### src/rtl/gpio_pkg.sv
// Shared register map definitions for the memory-mapped GPIO bank.
// Each port occupies one 32-byte window; A[4:2] selects the register within it.
package gpio_pkg;

    localparam int PORT_STRIDE_BYTES = 32;

    localparam logic [2:0] OFF_DATA    = 3'd0;
    localparam logic [2:0] OFF_DIR     = 3'd1;
    localparam logic [2:0] OFF_RISE_EN = 3'd2;
    localparam logic [2:0] OFF_FALL_EN = 3'd3;
    localparam logic [2:0] OFF_STATUS  = 3'd4;
    localparam logic [2:0] OFF_PIN     = 3'd5;

    typedef enum logic [2:0] {
        REG_DATA    = OFF_DATA,
        REG_DIR     = OFF_DIR,
        REG_RISE_EN = OFF_RISE_EN,
        REG_FALL_EN = OFF_FALL_EN,
        REG_STATUS  = OFF_STATUS,
        REG_PIN     = OFF_PIN,
        REG_RSVD6   = 3'd6,
        REG_RSVD7   = 3'd7
    } reg_idx_e;

endpackage

### src/rtl/mmio_gpio_bank_if.sv
// CPU-side memory bus seen by the GPIO bank: select, write strobe, address, data.
interface mmio_gpio_bank_if;
    logic        Sel;
    logic        WE;
    logic [31:0] A;
    logic [31:0] WD;
    logic [31:0] RD;

    modport master (output Sel, output WE, output A, output WD, input RD);
    modport slave  (input Sel, input WE, input A, input WD, output RD);
endinterface

### src/rtl/gpio_port.sv
// One GPIO port: direction/data registers, input synchroniser, edge capture
// into write-1-to-clear status, and the port's interrupt request.
module gpio_port
    import gpio_pkg::*;
#(
    parameter int PORT_WIDTH  = 8,
    parameter int SYNC_STAGES = 2
) (
    input  logic                  clk,
    input  logic                  rst,
    input  logic [PORT_WIDTH-1:0] pin_i,
    input  logic                  wr_en_i,
    input  reg_idx_e              wr_reg_i,
    input  logic [PORT_WIDTH-1:0] wr_data_i,
    output logic [PORT_WIDTH-1:0] data_rd_o,
    output logic [PORT_WIDTH-1:0] dir_o,
    output logic [PORT_WIDTH-1:0] rise_en_o,
    output logic [PORT_WIDTH-1:0] fall_en_o,
    output logic [PORT_WIDTH-1:0] status_o,
    output logic [PORT_WIDTH-1:0] pin_o,
    output logic [PORT_WIDTH-1:0] port_out_o,
    output logic                  irq_o
);

    localparam int ARM_CYCLES = SYNC_STAGES + 1;
    localparam int CNT_W      = $clog2(ARM_CYCLES);

    logic [SYNC_STAGES-1:0][PORT_WIDTH-1:0] sync_q;
    logic [PORT_WIDTH-1:0] pin_sync, prev_q;
    logic [PORT_WIDTH-1:0] data_q, data_d, dir_q, dir_d;
    logic [PORT_WIDTH-1:0] rise_en_q, rise_en_d, fall_en_q, fall_en_d;
    logic [PORT_WIDTH-1:0] status_q, status_d;
    logic [PORT_WIDTH-1:0] w1c_mask, rise, fall;
    logic [CNT_W-1:0]      arm_cnt_q, arm_cnt_d;
    logic                  armed_q, armed_d;

    assign pin_sync = sync_q[SYNC_STAGES-1];

    // Edges stay masked until the synchroniser and prev flop hold real pin data,
    // so a pin held high through reset never looks like a rising edge.
    assign rise = pin_sync & ~prev_q & rise_en_q & {PORT_WIDTH{armed_q}};
    assign fall = ~pin_sync & prev_q & fall_en_q & {PORT_WIDTH{armed_q}};

    always_comb begin
        data_d    = data_q;
        dir_d     = dir_q;
        rise_en_d = rise_en_q;
        fall_en_d = fall_en_q;
        w1c_mask  = '0;
        if (wr_en_i) begin
            case (wr_reg_i)
                REG_DATA:    data_d    = wr_data_i;
                REG_DIR:     dir_d     = wr_data_i;
                REG_RISE_EN: rise_en_d = wr_data_i;
                REG_FALL_EN: fall_en_d = wr_data_i;
                REG_STATUS:  w1c_mask  = wr_data_i;
                default:     w1c_mask  = '0;
            endcase
        end
        // New edges are OR-ed in after the clear so a coincident set wins.
        status_d  = (status_q & ~w1c_mask) | rise | fall;
        armed_d   = armed_q | (arm_cnt_q == CNT_W'(ARM_CYCLES - 1));
        arm_cnt_d = armed_q ? arm_cnt_q : arm_cnt_q + 1'b1;
    end

    always_ff @(posedge clk or posedge rst) begin
        if (rst) begin
            sync_q    <= '0;
            prev_q    <= '0;
            data_q    <= '0;
            dir_q     <= '0;
            rise_en_q <= '0;
            fall_en_q <= '0;
            status_q  <= '0;
            arm_cnt_q <= '0;
            armed_q   <= 1'b0;
        end else begin
            sync_q    <= {sync_q[SYNC_STAGES-2:0], pin_i};
            prev_q    <= pin_sync;
            data_q    <= data_d;
            dir_q     <= dir_d;
            rise_en_q <= rise_en_d;
            fall_en_q <= fall_en_d;
            status_q  <= status_d;
            arm_cnt_q <= arm_cnt_d;
            armed_q   <= armed_d;
        end
    end

    assign data_rd_o  = (data_q & dir_q) | (pin_sync & ~dir_q);
    assign dir_o      = dir_q;
    assign rise_en_o  = rise_en_q;
    assign fall_en_o  = fall_en_q;
    assign status_o   = status_q;
    assign pin_o      = pin_sync;
    assign port_out_o = data_q & dir_q;
    assign irq_o      = |status_q;

endmodule

### src/rtl/mmio_gpio_bank.sv
// NUM_PORTS GPIO ports on the CPU memory bus: address decode, combinational
// read mux, IRQ reduction and flattened tap views for the peek display.
module mmio_gpio_bank
    import gpio_pkg::*;
#(
    parameter int NUM_PORTS   = 2,
    parameter int PORT_WIDTH  = 8,
    parameter int SYNC_STAGES = 2
) (
    input  logic                            CLK,
    input  logic                            reset,
    mmio_gpio_bank_if.slave                 bus,
    input  logic [NUM_PORTS*PORT_WIDTH-1:0] PortIn,
    output logic [NUM_PORTS*PORT_WIDTH-1:0] PortOut,
    output logic                            IRQ,
    output logic [NUM_PORTS*32-1:0]         TapData,
    output logic [NUM_PORTS*32-1:0]         TapControl
);

    localparam int PORT_LSB = $clog2(PORT_STRIDE_BYTES);

    logic [2:0]                     port_idx;
    reg_idx_e                       reg_idx;
    logic [NUM_PORTS-1:0][31:0]     rd_port;
    logic [NUM_PORTS-1:0]           irq_port;
    logic [31:0]                    rd_mux;
    logic                           unused_bits;

    assign port_idx    = bus.A[PORT_LSB +: 3];
    assign reg_idx     = reg_idx_e'(bus.A[4:2]);
    assign unused_bits = ^{bus.A[31:8], bus.A[1:0], bus.WD};

    // Port indices with no instance simply never match, so they read 0 and drop writes.
    for (genvar gi = 0; gi < NUM_PORTS; gi++) begin : g_port
        localparam logic [2:0] PORT_ID = 3'(gi);

        logic                  hit;
        logic                  wr_en;
        logic [PORT_WIDTH-1:0] data_rd, dir, rise_en, fall_en, status, pin;
        logic [31:0]           rd_word, tap_data_w, tap_ctrl_w;

        assign hit   = bus.Sel && (port_idx == PORT_ID);
        assign wr_en = hit && bus.WE;

        gpio_port #(
            .PORT_WIDTH  (PORT_WIDTH),
            .SYNC_STAGES (SYNC_STAGES)
        ) u_port (
            .clk        (CLK),
            .rst        (reset),
            .pin_i      (PortIn[gi*PORT_WIDTH +: PORT_WIDTH]),
            .wr_en_i    (wr_en),
            .wr_reg_i   (reg_idx),
            .wr_data_i  (bus.WD[PORT_WIDTH-1:0]),
            .data_rd_o  (data_rd),
            .dir_o      (dir),
            .rise_en_o  (rise_en),
            .fall_en_o  (fall_en),
            .status_o   (status),
            .pin_o      (pin),
            .port_out_o (PortOut[gi*PORT_WIDTH +: PORT_WIDTH]),
            .irq_o      (irq_port[gi])
        );

        always_comb begin
            rd_word = '0;
            if (hit) begin
                case (reg_idx)
                    REG_DATA:    rd_word[PORT_WIDTH-1:0] = data_rd;
                    REG_DIR:     rd_word[PORT_WIDTH-1:0] = dir;
                    REG_RISE_EN: rd_word[PORT_WIDTH-1:0] = rise_en;
                    REG_FALL_EN: rd_word[PORT_WIDTH-1:0] = fall_en;
                    REG_STATUS:  rd_word[PORT_WIDTH-1:0] = status;
                    REG_PIN:     rd_word[PORT_WIDTH-1:0] = pin;
                    default:     rd_word = '0;
                endcase
            end
            tap_data_w = '0;
            tap_data_w[PORT_WIDTH-1:0] = data_rd;
            tap_ctrl_w = '0;
            tap_ctrl_w[PORT_WIDTH-1:0] = dir;
        end

        assign rd_port[gi]              = rd_word;
        assign TapData[gi*32 +: 32]     = tap_data_w;
        assign TapControl[gi*32 +: 32]  = tap_ctrl_w;
    end

    always_comb begin
        rd_mux = '0;
        for (int p = 0; p < NUM_PORTS; p++) begin
            rd_mux = rd_mux | rd_port[p];
        end
    end

    assign bus.RD = rd_mux;
    assign IRQ    = |irq_port;

endmodule

### src/flat_wrapper.sv
// flat-port wrapper written by rule: the top's interface ports become plain ports
module mmio_gpio_bank_flat import gpio_pkg::*;
#(
    parameter int NUM_PORTS   = 2,
    parameter int PORT_WIDTH  = 8,
    parameter int SYNC_STAGES = 2
)
  (CLK, reset, PortIn, PortOut, IRQ, TapData, TapControl, bus_Sel, bus_WE, bus_A, bus_WD, bus_RD);
  mmio_gpio_bank_if bus_i ();
  input  logic CLK;
  input  logic reset;
  input  logic [NUM_PORTS*PORT_WIDTH-1:0] PortIn;
  output logic [NUM_PORTS*PORT_WIDTH-1:0] PortOut;
  output logic IRQ;
  output logic [NUM_PORTS*32-1:0] TapData;
  output logic [NUM_PORTS*32-1:0] TapControl;
  input wire logic [$bits(bus_i.Sel)-1:0] bus_Sel;
  input wire logic [$bits(bus_i.WE)-1:0] bus_WE;
  input wire logic [$bits(bus_i.A)-1:0] bus_A;
  input wire logic [$bits(bus_i.WD)-1:0] bus_WD;
  output wire logic [$bits(bus_i.RD)-1:0] bus_RD;
  assign bus_i.Sel = bus_Sel;
  assign bus_i.WE = bus_WE;
  assign bus_i.A = bus_A;
  assign bus_i.WD = bus_WD;
  assign bus_RD = bus_i.RD;
  mmio_gpio_bank #(.NUM_PORTS(NUM_PORTS), .PORT_WIDTH(PORT_WIDTH), .SYNC_STAGES(SYNC_STAGES)) u_core (.CLK(CLK), .reset(reset), .bus(bus_i), .PortIn(PortIn), .PortOut(PortOut), .IRQ(IRQ), .TapData(TapData), .TapControl(TapControl));
endmodule
### config.mk
export PLATFORM = sky130hd
export DESIGN_NAME = mmio_gpio_bank_flat
export DESIGN_NICKNAME = d
export VERILOG_FILES = /design/src/rtl/gpio_pkg.sv /design/src/rtl/mmio_gpio_bank_if.sv /design/src/rtl/gpio_port.sv /design/src/rtl/mmio_gpio_bank.sv /design/src/flat_wrapper.sv
export SDC_FILE = /design/constraint.sdc
export NUM_CORES = 1
export LEC_CHECK = 0
export ABC_CLOCK_PERIOD_IN_PS = 4800
export BUFFER_PORTS_ARGS = -buffer_cell sky130_fd_sc_hd__buf_2
export CAP_MARGIN = 30
export CORE_MARGIN = 4
export CORE_UTILIZATION = 40
export CTS_CLUSTER_SIZE = 20
export DETAILED_ROUTE_END_ITERATION = 8
export GPL_TIMING_DRIVEN = 0
export PLACE_DENSITY_LB_ADDON = 0.1
export SLEW_MARGIN = 10
export SYNTH_ARGS = -nofsm -noshare
export SYNTH_HDL_FRONTEND = slang
export SYNTH_SLANG_ARGS = --single-unit
### constraint.sdc
create_clock -name CLK -period 4.8 [get_ports CLK]
set_clock_uncertainty 0.2 [all_clocks]
set_input_delay 0.48 -clock CLK [delete_from_list [all_inputs] [get_ports CLK]]
set_output_delay 0.48 -clock CLK [all_outputs]
set_load 0.05 [all_outputs]
Yosys cells after proc, flatten, opt, wreduce, memory -nomap -nowiden. Cells that the tools add are included.

Order comparisons: 0. Muxes and demuxes: 7. Shift-type cells: 0. Reduce and logical (&&, ||, !) cells: 15. Equal/unequal tests: 8. Bitwise operators: 35. Div/mod/pow operators: 0. Add/subtract/negate cells: 2. Multipliers: 0.

Operators with widths (count): bitwise AND 8 bit (18); one-hot mux 8 bit (6 select lines) (2); inverter 8 bit (8); bitwise OR 8 bit (6); two-way mux 8 bit (5); bitwise OR 32 x 8 -> 32 bit (1); AND reduction 2 bit (8); OR reduction 16 bit (1); == test 3 x 1 -> 1 bit, second input constant (2); == test 3 x 2 -> 1 bit, second input constant (2); == test 3 bit, second input constant (2); logical NOT 3 bit (2); adder 2 x 1 -> 2 bit, second input constant (2); == test 2 bit, second input constant (2); logical AND 1 bit (4); bitwise OR 1 bit (2).

Flip-flop bits (word level): 134. Bits in writable memories: 0. Memories kept: 0. Input port bits: 84. Logic and storage cells: 87. ROM bits: 0. Output and inout port bits: 177. Latch bits: 0.

Logic depth before layout (Yosys ltp). Gate-level depths: netlist (run 1).

Depth after elaboration: 8. Gate-level depth with buffers: 7.

Cells and area by module. Synthesis (run 1) repeated with hierarchy kept, for this count alone.

Cell total of the unflattened synthesis: 594. Area total of the unflattened synthesis: 7045.5 um^2.

Modules (own cells, without submodules): gpio_port (area an instance 2608.8 um^2, times used 2, cells each 182); mmio_gpio_bank (area an instance 1828.0 um^2, times used 1, cells each 230).

Worst setup path before layout (run 1). Ideal clock, no wire load.

Path kind: input to output. Start point: input port bus_A[4]. End point: output port bus_RD[6]. Required time: 4120 ps. Arrival time: 2227 ps. Path slack: 1893 ps. Stages: 6. Cells stage by stage: buf_2 or2_2 buf_2 o21ai_0 a22oi_1 o2111ai_1.

Cells in the longest elaborated chain, start to end: 4.

Ends and longest elaborated chain: start, declared (line flat_wrapper.sv:19) `input wire logic [$bits(bus_i.A)-1:0] bus_A;`; == test 3 bit, or another cell as far along (line mmio_gpio_bank.sv:68) `case (reg_idx)`; one-hot mux 8 bit (6 select lines) (line mmio_gpio_bank.sv:68); two-way mux 8 bit (line mmio_gpio_bank.sv:67) `if (hit) begin`; bitwise OR 32 x 8 -> 32 bit (*) (line mmio_gpio_bank.sv:92) `rd_mux = rd_mux | rd_port[p];`; end, declared (line flat_wrapper.sv:21) `output wire logic [$bits(bus_i.RD)-1:0] bus_RD;`.

Every way passes the cells marked *; elsewhere a longest branch is shown, timed or not.

Worst setup path after layout (run 1).
Start point: input port bus_A[2]. End point: output port bus_RD[3].

The elaborated chain is that of the path after synthesis.

==> results summary, run 1 <==
Counting instances, the worst hold path has a depth of 0. The count of final setup violators came out at 0. Once layout is done, the placed cells without fillers occupy 0.00903 sq mm. The number of buffers inserted during clock tree synthesis is 17. The residual DRC count is 0. The sum of routed wire length over all layers is 19,100 um. The first-pass detailed-route iteration total is 5. For the final routed database, the setup TNS stands at 0 ps. The startpoint type of the worst setup path is an input pin.

Setup repair after global routing left no endpoint under its margin. The total I/O pin count is 261. The final antenna diode count is 0.

In this run the cell area of the synthesized design comes to 0.00708 sq mm. Before CTS, the worst setup slack after placement is 1590 ps. The sink count of the clock tree is 134. The endpoint identified for the worst register-to-register timing path is u_core.g_port[1].u_port.arm_cnt_q[1].

The data arrival time of the worst path is 2540 ps. The synthesis-to-finish area growth is 27.5%. Data on the critical path is required at its endpoint by 4120 ps. The first routing iteration left 363 violations. In this run the number of H-tree levels came out at 4.

For hold timing, the worst endpoint is u_core.g_port[1].u_port.pin_o[2]. The run finished with clean final reports. The wire length of the first global-routing pass came out at 29,500 um. The placeable core region is 0.0174 sq mm. The filler cell count is 1,551.

Entering global routing, the biggest net connects 87 pins. The maximum frequency from static timing analysis is 311 MHz. The maximum fanout count along the critical path is 10.

On the final layout, the worst hold slack is 146 ps. The worst path meets setup with 1580 ps of slack. The share of total power dissipated in the clock network is 0.394. Of the total power, combinational logic draws 0.206.

At the pin with the least slew margin, the transition time is 900 ps. The insertion delay of the later-clocked pin in the worst-skew pair came out at 430 ps. In the final layout, the share of cells above drive strength 1 is 0.382. The ratio of total power to cell area is 379 mW/mm^2. The max-slew headroom at the worst pin is 0.396.

The die area came out at 0.0199 sq mm. The number of standard-cell rows in the floorplan is 48. IR analysis of the VDD net gives a maximum drop of 0.000256 V. The leakage dissipation is 4.61 nW. The final layout contains 963 nets.

The clock passes through at most 2 buffers. During synthesis, Yosys emitted a total of 0 warnings. The number of vias per cell came out at 4.82. The time the final worst path needs with I/O delays and setup came out at 3220 ps. STA classifies the critical path endpoint as an output port. The final estimated routing congestion in global placement is 0.879.

In this run the power spent charging and discharging nets is 1.08 mW. Max-cap violations in this run came to 0. The most used flip-flop cell after synthesis is dfrtp_1. The number of instances in the synthesized netlist came out at 641.

The area after detailed placement is 0.00825 sq mm. The die extent in x is 141 um. The overall track demand over capacity in global routing came out at 0.194.

The core occupancy in the finished layout came out at 0.520. The share of async-settable or async-resettable flops after synthesis is 1.00. Yosys mapped the design onto 59 distinct sky130hd cell types. The worst hold path belongs to the class flop to flop. Total power for the finished layout comes to 3.43 mW. The final standard cell count with taps included and fillers excluded is 1,115. The final hold violation count came out at 0. The number of antenna violations at the first check in global routing came out at 3. In this run the remaining antenna-violating nets after routing total 0. Summing over every cut layer, the via total after detailed routing is 5,373. The library cell used most frequently in the layout, excluding fill and tap cells, is dfrtp_1.

The die is 141 um tall. The startpoint identified for the worst hold timing path is u_core.g_port[1].u_port.sync_q[2]. The number of placed cells counting well taps is 1,066.

The count of buffers added on input and output ports is 80. In the layout the commonest cells are 134 x dfrtp_1, 120 x buf_4, 120 x conb_1. The minimum setup slack among reg-to-reg paths is 3370 ps. The number of max-slew violations in the final report came out at 0. Yosys mapped a number of flops with a built-in enable equal to 0. The synthesized area per cell is 11.1 sq um. Measured in cells, the most critical reg-to-reg path has a length of 2. The via count of the first global-routing pass is 5,257. TritonCTS built the clock tree. The worst register-to-register path begins at u_core.g_port[1].u_port.armed_q.

CTS placed an instance of clkbuf_16 at the clock tree root. The average wire length per cell after detail routing is 17.2 um. The sequential group share of total power came out at 0.400. The post-route clock period utilization came out at 0.671. The proportion of synthesized chip area in sequential cells came out at 0.473. The switching part of the total is 0.314. After global routing the overflow that remains totals 0. The critical path is of the input pin to output port type.

After clock tree synthesis, the clock-pin slew on the worst setup and hold paths is 60 ps. Gates resized during post-CTS repair numbered 0. The half-perimeter wire length of the detailed placement result is 13,900 um. The initial standard-cell utilization of the core came out at 0.408. The cell internal power dissipation came out at 2.35 mW. In this run, synthesis produced a sequential element count of 134.
==> synth_stat cells (3+ instances only) <==
| library cell | n | area (sq um) |
|---|---|---|
| a211o_1 | 4 | 35.0 |
| a21oi_1 | 12 | 60.1 |
| a22o_1 | 16 | 140 |
| a22oi_1 | 4 | 30.0 |
| and2_1 | 13 | 81.3 |
| buf_1 | 10 | 37.5 |
| buf_2 | 10 | 50.1 |
| buf_4 | 120 | 901 |
| clkbuf_1 | 6 | 22.5 |
| dfrtp_1 | 134 | 3350 |
| inv_1 | 13 | 48.8 |
| mux2_2 | 79 | 890 |
| mux2i_1 | 11 | 110 |
| nand2_1 | 48 | 180 |
| nand2b_1 | 12 | 75.1 |
| nand3_1 | 8 | 40.0 |
| nand3b_1 | 16 | 120 |
| nor2_1 | 13 | 48.8 |
| nor3b_2 | 3 | 37.5 |
| nor4_1 | 4 | 25.0 |
| o211ai_1 | 7 | 52.6 |
| o21ai_0 | 37 | 185 |
| o22ai_1 | 6 | 37.5 |
| o2bb2ai_1 | 3 | 26.3 |
| or2_2 | 3 | 18.8 |
==> critical path: stages <==
cell      delay [ps]
buf_2            140
buf_2            280
buf_2            340
buf_2            360
nand3b_1         160
o221ai_1         140
a22oi_1          230
o211ai_1         160
buf_2            250
==> logic make-up after synthesis <==
kind of cell | Yosys count | share of synthesized area
flip-flops | 134 | 0.473
AND/OR/NAND/NOR | 145 | 0.126
XOR/XNOR | 2 | 0.00247
other | 1 | 0.000529
multiplexers | 91 | 0.143
buffers and inverters | 161 | 0.152
adder cells (fa/ha/maj) | 2 | 0.00353
AO/OA/AOI/OAI | 105 | 0.0998
==> how the worst max path moves through the flow <==
stage	end	cells past startpoint	from	slack, ps
2_1_floorplan	u_core.g_port[0].u_port.arm_cnt_q[0]	1	reset	540
3_3_place_gp	u_core.g_port[0].u_port.pin_o[5]	2	reset	-910
3_5_place_dp	bus_RD[3]	9	bus_A[2]	1590
4_1_cts	bus_RD[3]	9	bus_A[2]	1590
5_1_grt	bus_RD[2]	9	bus_A[2]	1460
6_report	bus_RD[3]	9	bus_A[2]	1580
==> layer usage <==
layer  vias to the layer above  global-route usage  part of all wire
met4                         6              0.0755             0.018
met3                        38              0.0577             0.089
met1                      2580               0.252              0.42
met2                       262               0.305              0.47
met5                         -                   0            0.0021
li1                       2487                   -                 -
==> power groups by stage <==
stage	sequential, mW	combinational [mW]	clock [mW]
final	1.37	0.706	1.35
after detailed placement	1.39	0.689	0
after global routing	1.39	0.751	1.43
after floorplan	1.38	0.557	0
after CTS	1.37	0.703	1.38
after global placement	1.38	0.678	0
==> final cells by class <==
| cell class | count | area (sq um) | share of cell area |
|---|---|---|---|
| inverters | 14 | 57.6 | 0.00637 |
| clock inverters | 10 | 144 | 0.0159 |
| well taps | 225 | 282 | 0.0312 |
| flip-flops and latches | 134 | 3350 | 0.371 |
| repair buffers | 98 | 598 | 0.0662 |
| multi-input cells | 465 | 3100 | 0.343 |
| clock buffers | 22 | 474 | 0.0525 |
| plain buffers | 147 | 1020 | 0.113 |
==> state kept, by name (all words and copies together) (netlist names) <==
name,cells
u_core.g_port.u_port.armed_q,2
u_core.g_port.u_port.data_q,16
u_core.g_port.u_port.prev_q,16
u_core.g_port.u_port.sync_q,16
u_core.g_port.u_port.rise_en_o,16
u_core.g_port.u_port.status_o,16
u_core.g_port.u_port.dir_o,16
u_core.g_port.u_port.fall_en_o,16
u_core.g_port.u_port.arm_cnt_q,4
u_core.g_port.u_port.pin_o,16
==> timing repair <==
action / CTS / global route
hold endpoints to repair: 64 / 0
hold buffers: 17 / 0
buffers inserted: 0 / 0
(Power assumes the default switching activity.)
==> run 2, diff against run 1 <==
Settings changed: ABC_AREA from default to 1, ABC_CLOCK_PERIOD_IN_PS 4800 to 3300.
Clock period 4.8 ns to 3.3 ns, I/O delays scaled along.
==> results summary, run 2 <==
The share of async-settable or async-resettable flops after synthesis came to 1.00 (unchanged). The total standard cell area after synthesis is 0.00718 sq mm (+1.4%). The die boundary height is 142 um (+0.67%). The number of standard-cell rows in the floorplan is 48 (unchanged).

The final standard cell count with taps included and fillers excluded is 1,356 (+22%). The first-pass detailed-route iteration total came out at 7 (+2). The worst register-to-register path begins at u_core.g_port[1].u_port.armed_q. The combined area of the multi-input logic cells is 0.00285 sq mm (-8.3%).

The final hold violation count came out at 0 (unchanged). The number of warnings issued by yosys is 0 (unchanged). The clock tree buffer depth is 2 (unchanged). Leaving out fill and tap cells, the most frequent cell in the layout is nand2_1. STA classifies the critical path startpoint as an input pin. The library cells used most frequently in the layout, excluding fill and tap cells, are 241 x nand2_1, 134 x dfrtp_1, 123 x buf_4. The critical path is of the input pin to output port type. The worst hold path startpoint is bus_WD[4]. The number of placed cells counting well taps came to 1,307 (+23%). The post-route clock period utilization is 0.754. The wire length of the first global-routing pass is 33,600 um (+14%). The leftover overflow at the end of global routing came to 0 (unchanged).

The number of H-tree branching levels is 4 (unchanged). The residual DRC count was 0 (unchanged). The worst hold path terminates at u_core.g_port[0].u_port.status_o[4].

The tree is rooted in a clkbuf_16. The number of instances in the synthesized netlist came out at 872 (+36%). The count of hold-fix buffers inserted at cts is 17 (unchanged). The max-slew headroom at the worst pin came out at 0.581 (+0.185). The post-cts gate resize count came out at 0 (unchanged). The setup TNS after final layout came out at 0 ps (unchanged).

The number of cell instances on the worst register-to-register path came out at 3 (+1). The data arrival time of the worst path is 1960 ps (-580 ps). The half-perimeter wire length of the detailed placement result came out at 16,300 um (+18%). The insertion delay of the later-clocked pin in the worst-skew pair came out at 430 ps (about the same).

Timing would allow up to 402 MHz. The via count of the first global-routing pass was 6,042 (+15%). The final antenna diode count came to 0 (unchanged).

The final estimated routing congestion in global placement came out at 0.942 (+7.1%). The number of nets at the end of the flow came to 1,204 (+25%). The synthesis-to-finish area growth is 29.6%. The xor and xnor fraction of the mapped netlist area was 0.00244 (-0.0000344).

The number of vias per cell came out at 4.68 (-2.9%). The maximum number of pins on one net before global-route repair came out at 37 (-57%). The sum of routed wire length over all layers is 22,000 um (+15%). The average wire length per cell after detail routing is 16.2 um (-5.5%). The number of max-slew violations in the final report came to 0 (unchanged). The filler cell count is 1,645 (+6.1%). The critical path capture point type is an output port. The number of buffers inserted during clock tree synthesis is 17 (unchanged). The data required time at the worst endpoint is 2770 ps (-1350 ps). The CTS tree is done. The most used flip-flop cell after synthesis is dfrtp_1. Setup repair after global routing left no endpoint under its margin.

The most common cell in the synthesized netlist is nand2_1. The synthesized area per cell is 8.24 sq um (-25%). The flow ran to the end, and the final reports show no timing, DRC or antenna violations. The fraction of the mapped netlist area in compound gates is 0.0899 (-0.00992). The proportion of synthesized chip area in sequential cells is 0.467 (-0.00659). The count of final setup violators came to 0 (unchanged). The number of distinct library cells after synthesis is 34 (-42%). The simple-gate share of the synthesized area is 0.238 (+0.112). The via total after detailed routing came out at 6,347 (+18%). The number of cells on the worst hold path came out at 4 (+4).

The sink count of the clock tree was 134 (unchanged). The mux cell area share after synthesis came out at 0 (-0.143). The ratio of total power to cell area came out at 541 mW/mm^2 (+43%). Ranked by total cell area, the synthesized netlist is headed by dfrtp_1 47%, buf_4 13%, nand2_1 13%.

After synthesis, the largest family of logic cells by area is simple AND/OR/NAND/NOR gates. The path class of the lowest-slack min-delay path is input pin to flop. The area taken by flip-flops and latches came to 0.00335 sq mm (unchanged). The quantity of I/O buffers inserted on ports is 87 (+8.8%). The commonest cells after synthesis are 241 x nand2_1, 134 x dfrtp_1, 123 x buf_4, 79 x inv_1, 66 x nand4_1. The leakage dissipation is 5.11 nW (+11%). The total I/O pin count came out at 261 (unchanged).

The minimum setup slack among reg-to-reg paths is 1950 ps (-1420 ps). The overall track demand over capacity in global routing came out at 0.218 (+0.0244). The post-synthesis share of cell area spent on full adders, half adders and majority gates came to 0.00348 (-0.0000492). In this run the critical register-to-register path is captured at u_core.g_port[1].u_port.status_o[3]. Summed over all instances, the cell type with the most area after synthesis is dfrtp_1. The clock-pin slew on the worst setup and hold paths was 60 ps (about the same). The DRC violation total after the first TritonRoute iteration is 478 (+32%). The share of Yosys cell area claimed by the top area cell type came out at 0.467 (-0.00659). The post-CTS setup buffer count is 0 (unchanged). Subtracting the final worst setup slack from the clock period gives 2490 ps. The number of antenna violations at the first check in global routing is 0 (-3).

The initial standard-cell utilization of the core is 0.411 (+0.00292). The number of synthesized flops with an enable pin came out at 0 (unchanged). The die extent in x is 142 um (+0.67%).

The die area was 0.0202 sq mm (+1.3%). The fraction of final layout cells sized beyond drive strength 1 came out at 0.256 (-0.126). The maximum fanout count along the critical path came to 10 (unchanged).

The number of maximum-capacitance constraint violations is 0 (unchanged). The placeable core region came out at 0.0175 sq mm (+0.69%). The number of synthesized register bits came out at 134 (unchanged). The worst vdd rail ir drop came out at 0.000329 V (+28%).

The antenna violation net count after detailed routing came out at 0 (unchanged). The slew at the pin closest to its max-slew limit is 628 ps (-271 ps).
run 2: cell types whose count changed after synthesis, sizes merged, moves of 6 or more:
cell and delta:
inv +68, nand2b -13, mux2 -80, nand3b -16, nand4 +65, nand3 +7, a22o -16, mux2i -11
o22ai -6, o21ai +77, o211ai -7, nor2 +8, and2 -13, nand2 +203
run 2: critical path: stages:
cell and delay (ps):
buf_6 140, inv_2 70, clkbuf_1 490, nand4_1 210
nand2_1 110, inv_1 40, nand2_1 100, nand2_1 60
nand2_1 120, buf_2 280
run 2: metal layers:
metal / routed length [um] / track usage / up-vias
met5: 0 / 0 / -
met4: 928 / 0.104 / 0
met3: 2170 / 0.0729 / 61
met2: 9320 / 0.315 / 325
met1: 9570 / 0.296 / 2867
li1: - / - / 3094
run 2: cells by family after synthesis:
kind of cell	after synthesis
other	1
AND/OR/NAND/NOR	366
adder cells (fa/ha/maj)	2
buffers and inverters	238
flip-flops	134
XOR/XNOR	2
AO/OA/AOI/OAI	129
run 2: layout make-up:
cell class,instances,share of cell area
Timing Repair Buffer,108,0.0745
Tap cell,225,0.0302
Multi-Input combinational cell,619,0.306
Clock inverter,14,0.0290
Clock buffer,18,0.0461
Inverter,84,0.0352
Buffer,154,0.119
Sequential cell,134,0.360
run 2: how the worst max path moves through the flow:
stage	start	end	slack, ps	depth (start not counted)
after floorplan	u_core.g_port[0].u_port.dir_o[0]	bus_RD[0]	300	7
after global placement	reset	u_core.g_port[1].u_port.pin_o[7]	180	2
after detailed placement	bus_A[4]	bus_RD[7]	920	10
after CTS	u_core.g_port[0].u_port.pin_o[6]	bus_RD[6]	820	9
after global routing	u_core.g_port[0].u_port.pin_o[6]	bus_RD[6]	630	9
final	bus_A[4]	bus_RD[7]	810	10
run 2: per-stage QoR:
stage	util	hold WS [ps]	power (mW)	area, sq um	setup WS [ps]
floorplan	-	131	2.59	7630	304
global placement	0.478	132	2.76	8350	178
detailed placement	0.483	135	2.78	8440	922
CTS	0.533	66.9	5.05	9310	824
global route	0.533	97.6	5.21	9310	630
finish	0.533	78.5	5.03	9310	811
run 2: power breakdown:
| part | total, mW | leakage (nW) | switching [mW] | internal [mW] |
|---|---|---|---|---|
| registers | 1.83 | 1.62 | 0.0859 | 1.74 |
| logic | 0.956 | 3.16 | 0.710 | 0.247 |
| clock network | 2.25 | 0.330 | 0.749 | 1.50 |
